<file path="src/rtl/serial_transmitter_pkg.sv">
// Shared definitions for the serial transmitter and its matching receiver.
package serial_transmitter_pkg;

  typedef enum logic [2:0] {
    IDLE   = 3'd0,
    START  = 3'd1,
    DATA   = 3'd2,
    PARITY = 3'd3,
    STOP   = 3'd4
  } tx_state_t;

  localparam int unsigned DATA_BITS  = 8;
  // Data-side bits of a frame: start + data + parity (stop bits excluded).
  localparam int unsigned FRAME_BITS = 1 + DATA_BITS + 1;
  localparam logic        IDLE_LEVEL = 1'b1;

  // Even parity: the parity bit makes the total count of ones even.
  function automatic logic even_parity(input logic [DATA_BITS-1:0] d);
    return ^d;
  endfunction

endpackage

</file>
<file path="src/rtl/serial_transmitter_baud_tick_gen.sv">
// Bit timer: strobes at the last cycle of every CLKS_PER_BIT-cycle bit period.
module baud_tick_gen #(
  parameter int unsigned CLKS_PER_BIT = 1
) (
  input  logic clk,
  input  logic rst_n,
  input  logic en,
  output logic tick_c,
  output logic pre_tick_c
);

  localparam int unsigned CNT_W = 8;

  logic [CNT_W-1:0] cnt;

  // Counter restarts whenever disabled or at each bit boundary.
  always_ff @(posedge clk or negedge rst_n) begin
    if (!rst_n) begin
      cnt <= '0;
    end else if (!en || tick_c) begin
      cnt <= '0;
    end else begin
      cnt <= cnt + CNT_W'(1);
    end
  end

  // tick_c: this cycle ends a bit; pre_tick_c: next cycle will end a bit.
  always_comb begin
    tick_c = en && (cnt == CNT_W'(CLKS_PER_BIT - 32'd1));
    if (CLKS_PER_BIT == 32'd1) begin
      pre_tick_c = 1'b1;
    end else begin
      pre_tick_c = en && (cnt == CNT_W'(CLKS_PER_BIT - 32'd2));
    end
  end

endmodule

</file>
<file path="src/rtl/serial_transmitter.sv">
// UART-style byte transmitter with one-entry holding register and frame resend.
module serial_transmitter
  import serial_transmitter_pkg::*;
#(
  parameter int unsigned CLKS_PER_BIT = 1,
  parameter int unsigned STOP_BITS    = 1
) (
  input  logic       clk,
  input  logic       rst_n,
  input  logic [7:0] data_in,
  input  logic       valid,
  output logic       ready,
  input  logic       resend,
  output logic       out,
  output logic       busy,
  output logic       frame_done
);

  tx_state_t            state, state_d;
  logic [DATA_BITS-1:0] hold, hold_d;
  logic [DATA_BITS-1:0] shift, shift_d;
  logic [DATA_BITS-1:0] last_frame, last_frame_d;
  logic                 hold_full, hold_full_d;
  logic                 resend_pending, resend_pending_d;
  logic                 sent, sent_d;
  logic [2:0]           bit_idx, bit_idx_d;
  logic                 stop_idx, stop_idx_d;
  logic                 out_d, ready_d, busy_d, frame_done_d;

  logic tick_c, pre_tick_c;
  logic accept_c, resend_req_c, load_c;

  baud_tick_gen #(.CLKS_PER_BIT(CLKS_PER_BIT)) u_baud (
    .clk        (clk),
    .rst_n      (rst_n),
    .en         (state != IDLE),
    .tick_c     (tick_c),
    .pre_tick_c (pre_tick_c)
  );

  // Next-state and next-output logic; every register value is decided here.
  always_comb begin
    state_d          = state;
    hold_d           = hold;
    shift_d          = shift;
    last_frame_d     = last_frame;
    hold_full_d      = hold_full;
    resend_pending_d = resend_pending;
    sent_d           = sent;
    bit_idx_d        = bit_idx;
    stop_idx_d       = stop_idx;
    out_d            = out;
    load_c           = 1'b0;

    accept_c     = valid && ready;
    // A resend arriving right at a load point is honoured at that load.
    resend_req_c = resend_pending || (resend && sent);

    if (resend && sent) begin
      resend_pending_d = 1'b1;
    end

    case (state)
      IDLE: begin
        if (hold_full || resend_req_c) begin
          load_c = 1'b1;
        end
      end
      START: begin
        if (tick_c) begin
          state_d   = DATA;
          bit_idx_d = 3'd0;
          out_d     = shift[0];
        end
      end
      DATA: begin
        if (tick_c) begin
          if (bit_idx == 3'd7) begin
            state_d = PARITY;
            out_d   = even_parity(last_frame);
          end else begin
            bit_idx_d = bit_idx + 3'd1;
            shift_d   = shift >> 1;
            out_d     = shift[1];
          end
        end
      end
      PARITY: begin
        if (tick_c) begin
          state_d    = STOP;
          stop_idx_d = 1'b0;
          out_d      = IDLE_LEVEL;
        end
      end
      STOP: begin
        if (tick_c) begin
          if (stop_idx == 1'(STOP_BITS - 32'd1)) begin
            if (hold_full || resend_req_c) begin
              load_c = 1'b1;
            end else begin
              state_d = IDLE;
              out_d   = IDLE_LEVEL;
            end
          end else begin
            stop_idx_d = 1'b1;
          end
        end
      end
      default: begin
        state_d = IDLE;
        out_d   = IDLE_LEVEL;
      end
    endcase

    // Load: a pending resend wins and leaves the holding register alone.
    if (load_c) begin
      state_d = START;
      out_d   = ~IDLE_LEVEL;
      sent_d  = 1'b1;
      if (resend_req_c) begin
        shift_d          = last_frame;
        resend_pending_d = 1'b0;
      end else begin
        shift_d      = hold;
        last_frame_d = hold;
        hold_full_d  = 1'b0;
      end
    end

    // Accept never coincides with a load from hold (hold is full then).
    if (accept_c) begin
      hold_d      = data_in;
      hold_full_d = 1'b1;
    end

    ready_d      = !hold_full_d;
    busy_d       = (state_d != IDLE);
    frame_done_d = (state_d == STOP) &&
                   (stop_idx_d == 1'(STOP_BITS - 32'd1)) && pre_tick_c;
  end

  // State and output registers; reset forces the line idle immediately.
  always_ff @(posedge clk or negedge rst_n) begin
    if (!rst_n) begin
      state          <= IDLE;
      hold           <= '0;
      shift          <= '0;
      last_frame     <= '0;
      hold_full      <= 1'b0;
      resend_pending <= 1'b0;
      sent           <= 1'b0;
      bit_idx        <= 3'd0;
      stop_idx       <= 1'b0;
      out            <= IDLE_LEVEL;
      ready          <= 1'b1;
      busy           <= 1'b0;
      frame_done     <= 1'b0;
    end else begin
      state          <= state_d;
      hold           <= hold_d;
      shift          <= shift_d;
      last_frame     <= last_frame_d;
      hold_full      <= hold_full_d;
      resend_pending <= resend_pending_d;
      sent           <= sent_d;
      bit_idx        <= bit_idx_d;
      stop_idx       <= stop_idx_d;
      out            <= out_d;
      ready          <= ready_d;
      busy           <= busy_d;
      frame_done     <= frame_done_d;
    end
  end

endmodule

</file>
<file path="config.mk">
export PLATFORM = sky130hd
export DESIGN_NAME = serial_transmitter
export DESIGN_NICKNAME = d
export VERILOG_FILES = /design/src/rtl/serial_transmitter_pkg.sv /design/src/rtl/serial_transmitter_baud_tick_gen.sv /design/src/rtl/serial_transmitter.sv
export SDC_FILE = /design/constraint.sdc
export NUM_CORES = 1
export LEC_CHECK = 0
export CAP_MARGIN = 30
export CORE_MARGIN = 2
export CORE_UTILIZATION = 48
export DETAILED_ROUTE_END_ITERATION = 8
export GPL_ROUTABILITY_DRIVEN = 0
export PLACE_DENSITY = 0.72
export REMOVE_ABC_BUFFERS = 1
export SYNTH_ARGS = -nofsm -noshare
export SYNTH_HDL_FRONTEND = slang
export SYNTH_SLANG_ARGS = --single-unit
</file>
<file path="constraint.sdc">
create_clock -name clk -period 4.4 [get_ports clk]
set_clock_uncertainty 0.1 [all_clocks]
set_input_delay 0.44 -clock clk [delete_from_list [all_inputs] [get_ports clk]]
set_output_delay 0.44 -clock clk [all_outputs]
set_load 0.01 [all_outputs]
</file>
==> impl_metrics.tcl <==
set metrics [dict create \
    numPortBuffers 15 \
    final_layout_size_suffix_gt1_share_pct 16.1 \
    seqCellArea_mm2 0.00115 \
    yosysWarnings 0 \
    avgViaCountPerCell 5.70 \
    drtIter0Drc 77 \
    synth_top_family_by_area "multiplexers" \
    cp_max_fo 9 \
    ctsResizeCount 0 \
    synthCells 185 \
    areaGrowthSynthToFinish_pct 15.9 \
    fillers 378 \
    worst-setup-path-type "reg2reg" \
    cts_hold_buf 0 \
    critPathArrivalTime_ns 2.52 \
    fp-row-count 24 \
    critPathLaunchType "flop" \
    synthAdderAreaFrac_pct 2.23 \
    synth_area_mm2 0.00224 \
    setup_ws_ns 1.97 \
    worst_pin_slew_ns 0.573 \
    grt_pass1_vias 1467 \
    synth-seq-area-share_pct 51.5 \
    cts_made_buffers 5 \
    drcViolationCount 0 \
    setup_violations 0 \
    vias 1464 \
    cts_tree "built" \
    numClockSinks 46 \
    synth-simple-area-share_pct 12.1 \
    drt.antenna.violating_nets 0 \
    dieArea_mm2 0.00523 \
    firstDrtPassIters 4 \
    synth-compound-area-share_pct 7.93 \
    cts-root-buf "clkbuf_8" \
    peakVddDrop_uv 398 \
    required_ns 4.49 \
    wl_per_cell_um 15.1 \
    die_width_um 72.3 \
    antennaDiodeCount 0 \
    clock_latency_ns 0.30 \
    yosysTopAreaCell "dfrtp_1" \
    grt-ovfl-total 0 \
    synth_area_leaders "dfrtp_1 49%, mux2i_1 10%, mux2_2 8.0%" \
    start_util_pct 50.8 \
    track_usage_pct 16.7 \
    p_leak_nw 1.18 \
    clk_pin_slew_ns 0.09 \
    finalCritPeriodShare_pct 55.3 \
    final_area_mm2 0.00260 \
    nNetsFinal 220 \
    hpwl_mm 2.78 \
    synth_cell_types 43 \
    drv_slew 0 \
    ioPinCount 16 \
    h-tree-depth 2 \
    dpl_cell_area_mm2 0.00243 \
    rsz0062_at_grt "no" \
    core_area_mm2 0.00441 \
    synthMuxAreaShare_pct 18.3 \
    finalSetupTns_ns 0 \
    outcome "complete, no violations" \
    max-slew-margin-rel_pct 61.6 \
    p_per_area_mw_per_mm2 677 \
    syn_avg_cell_area_um2 12.1 \
    dpl_worst_slack_ns 1.68 \
    die_h_um 72.3 \
    hold_viol_final 0 \
    drt_wl_total_mm 3.87 \
    clk_path_buf_depth 2 \
    final_common_cell "dfrtp_1" \
    synth_top_area_share_pct 49.1 \
    grt_antenna_before_repair 0 \
    synth-seq-cells 46 \
    mostFrequentLayoutCells "44 x dfrtp_1, 23 x mux2i_1, 16 x mux2_2, 14 x clkdlybuf4s50_1, 11 x nor2_1" \
    synth-xor-area-share_pct 5.47 \
    end_kind "flop" \
    multi_input_area_mm2 0.00103 \
    min_period_ns 2.43 \
    grt_max_degree 47 \
    fmax_mhz 411 \
    drv_cap 0 \
    hp-class "in2async" \
    grt_pass1_wl_mm 6.78 \
    cts_setup_buffers 0 \
]
## through the flow
step	utilization [%]	hold slack, ns	power, mW	std cells
floorplan	-	0.0444	1.22	180
global placement	55.0	0.383	1.36	247
detailed placement	55.0	0.385	1.40	247
CTS	58.1	0.238	1.77	255
global route	58.8	0.397	1.89	257
finish	58.8	0.376	1.76	257
## worst paths after layout
kind | from | to | slack, ns | cells past startpoint
max reg2reg | u_baud.cnt[0] | shift[0] | 1.97 | 5
min in group clk | sent | sent | 0.41 | 1
min | rst_n | u_baud.cnt[1] | 0.38 | 2
min reg2reg | sent | sent | 0.41 | 1
max | u_baud.cnt[0] | shift[0] | 1.97 | 5
max in group asynchronous | rst_n | out | 3.32 | 3
## critical path, cell delays in order (launching register included)
cell	delay (ns)
dfrtp_1	0.45
inv_1	0.09
ha_1	0.14
nor3b_2	0.46
nand4b_1	0.57
a311o_1	0.52
## synth_stat cells
library cell  number
a31oi_1            1
inv_1              9
nor3b_1            1
ha_1               4
nand2_1            6
nand4_1            1
a22o_1             1
nor2_1            11
clkbuf_1           2
a311o_1            1
buf_2              3
a31o_4             1
mux2i_1           23
mux2_2            16
nor4_4             1
o21ai_1            1
or2_2              1
a2111oi_0          1
a221o_1            1
nand3_1            6
nor2b_1            4
o2111ai_1          1
a21boi_0           1
o41a_1             1
or3b_1             1
o21ai_0            4
a21oi_1            2
and2_1             2
a22oi_1            1
nand4_4            1
nor3_1             3
xnor2_1            8
dfstp_2            2
and3_1             2
o41ai_1            1
nand2b_1           3
a21o_1             2
o211ai_1           2
nor3b_2            1
nand4b_1           1
dfrtp_1           44
a211oi_1           1
xor2_1             6
## metal layers
metal | track usage [%] | share of wire [%] | routed length (um) | vias to the layer above
met4 | 6.71 | 1.4 | 55 | 0
met1 | 22.3 | 45 | 1740 | 731
met2 | 26.9 | 51 | 1970 | 29
met5 | 0 | 0 | 0 | -
met3 | 3.33 | 2.8 | 107 | 7
li1 | - | - | - | 697
## kinds of logic (layout without fill, tap and decap cells)
| family | count (synthesis) | count (layout) |
|---|---|---|
| buffers and inverters | 14 | 34 |
| and+or+nand+nor | 45 | 45 |
| AOI/OAI and AO/OA | 23 | 23 |
| adders and majority gates | 4 | 4 |
| muxes | 39 | 39 |
| DFF | 46 | 46 |
| xor gates and xnor gates | 14 | 14 |
## area by class of cell
class / instances / area share [%]
inverters: 9 / 1.30
repair buffers: 17 / 6.75
well taps: 52 / 2.51
clock buffers: 5 / 2.65
flip-flops and latches: 46 / 44.4
clock inverters: 3 / 2.65
multi-input cells: 125 / 39.7
## report_power, final
part | leakage, nW | switching [mW] | internal [mW]
Combinational | 0.546 | 0.303 | 0.359
Sequential | 0.568 | 0.136 | 0.589
Clock | 0.0683 | 0.143 | 0.227
Total | 1.18 | 0.583 | 1.17
## state kept, by name, summed over array words and instances (netlist names)
| register | flops |
|---|---|
| u_baud.cnt | 8 |
| frame_done | 1 |
| busy | 1 |
| sent | 1 |
| bit_idx | 3 |
| ready | 1 |
| hold_full | 1 |
| hold | 8 |
| last_frame | 8 |
| shift | 8 |
| state | 3 |
| stop_idx | 1 |
| out | 1 |
| resend_pending | 1 |
Power figures use the tool's default switching activity.
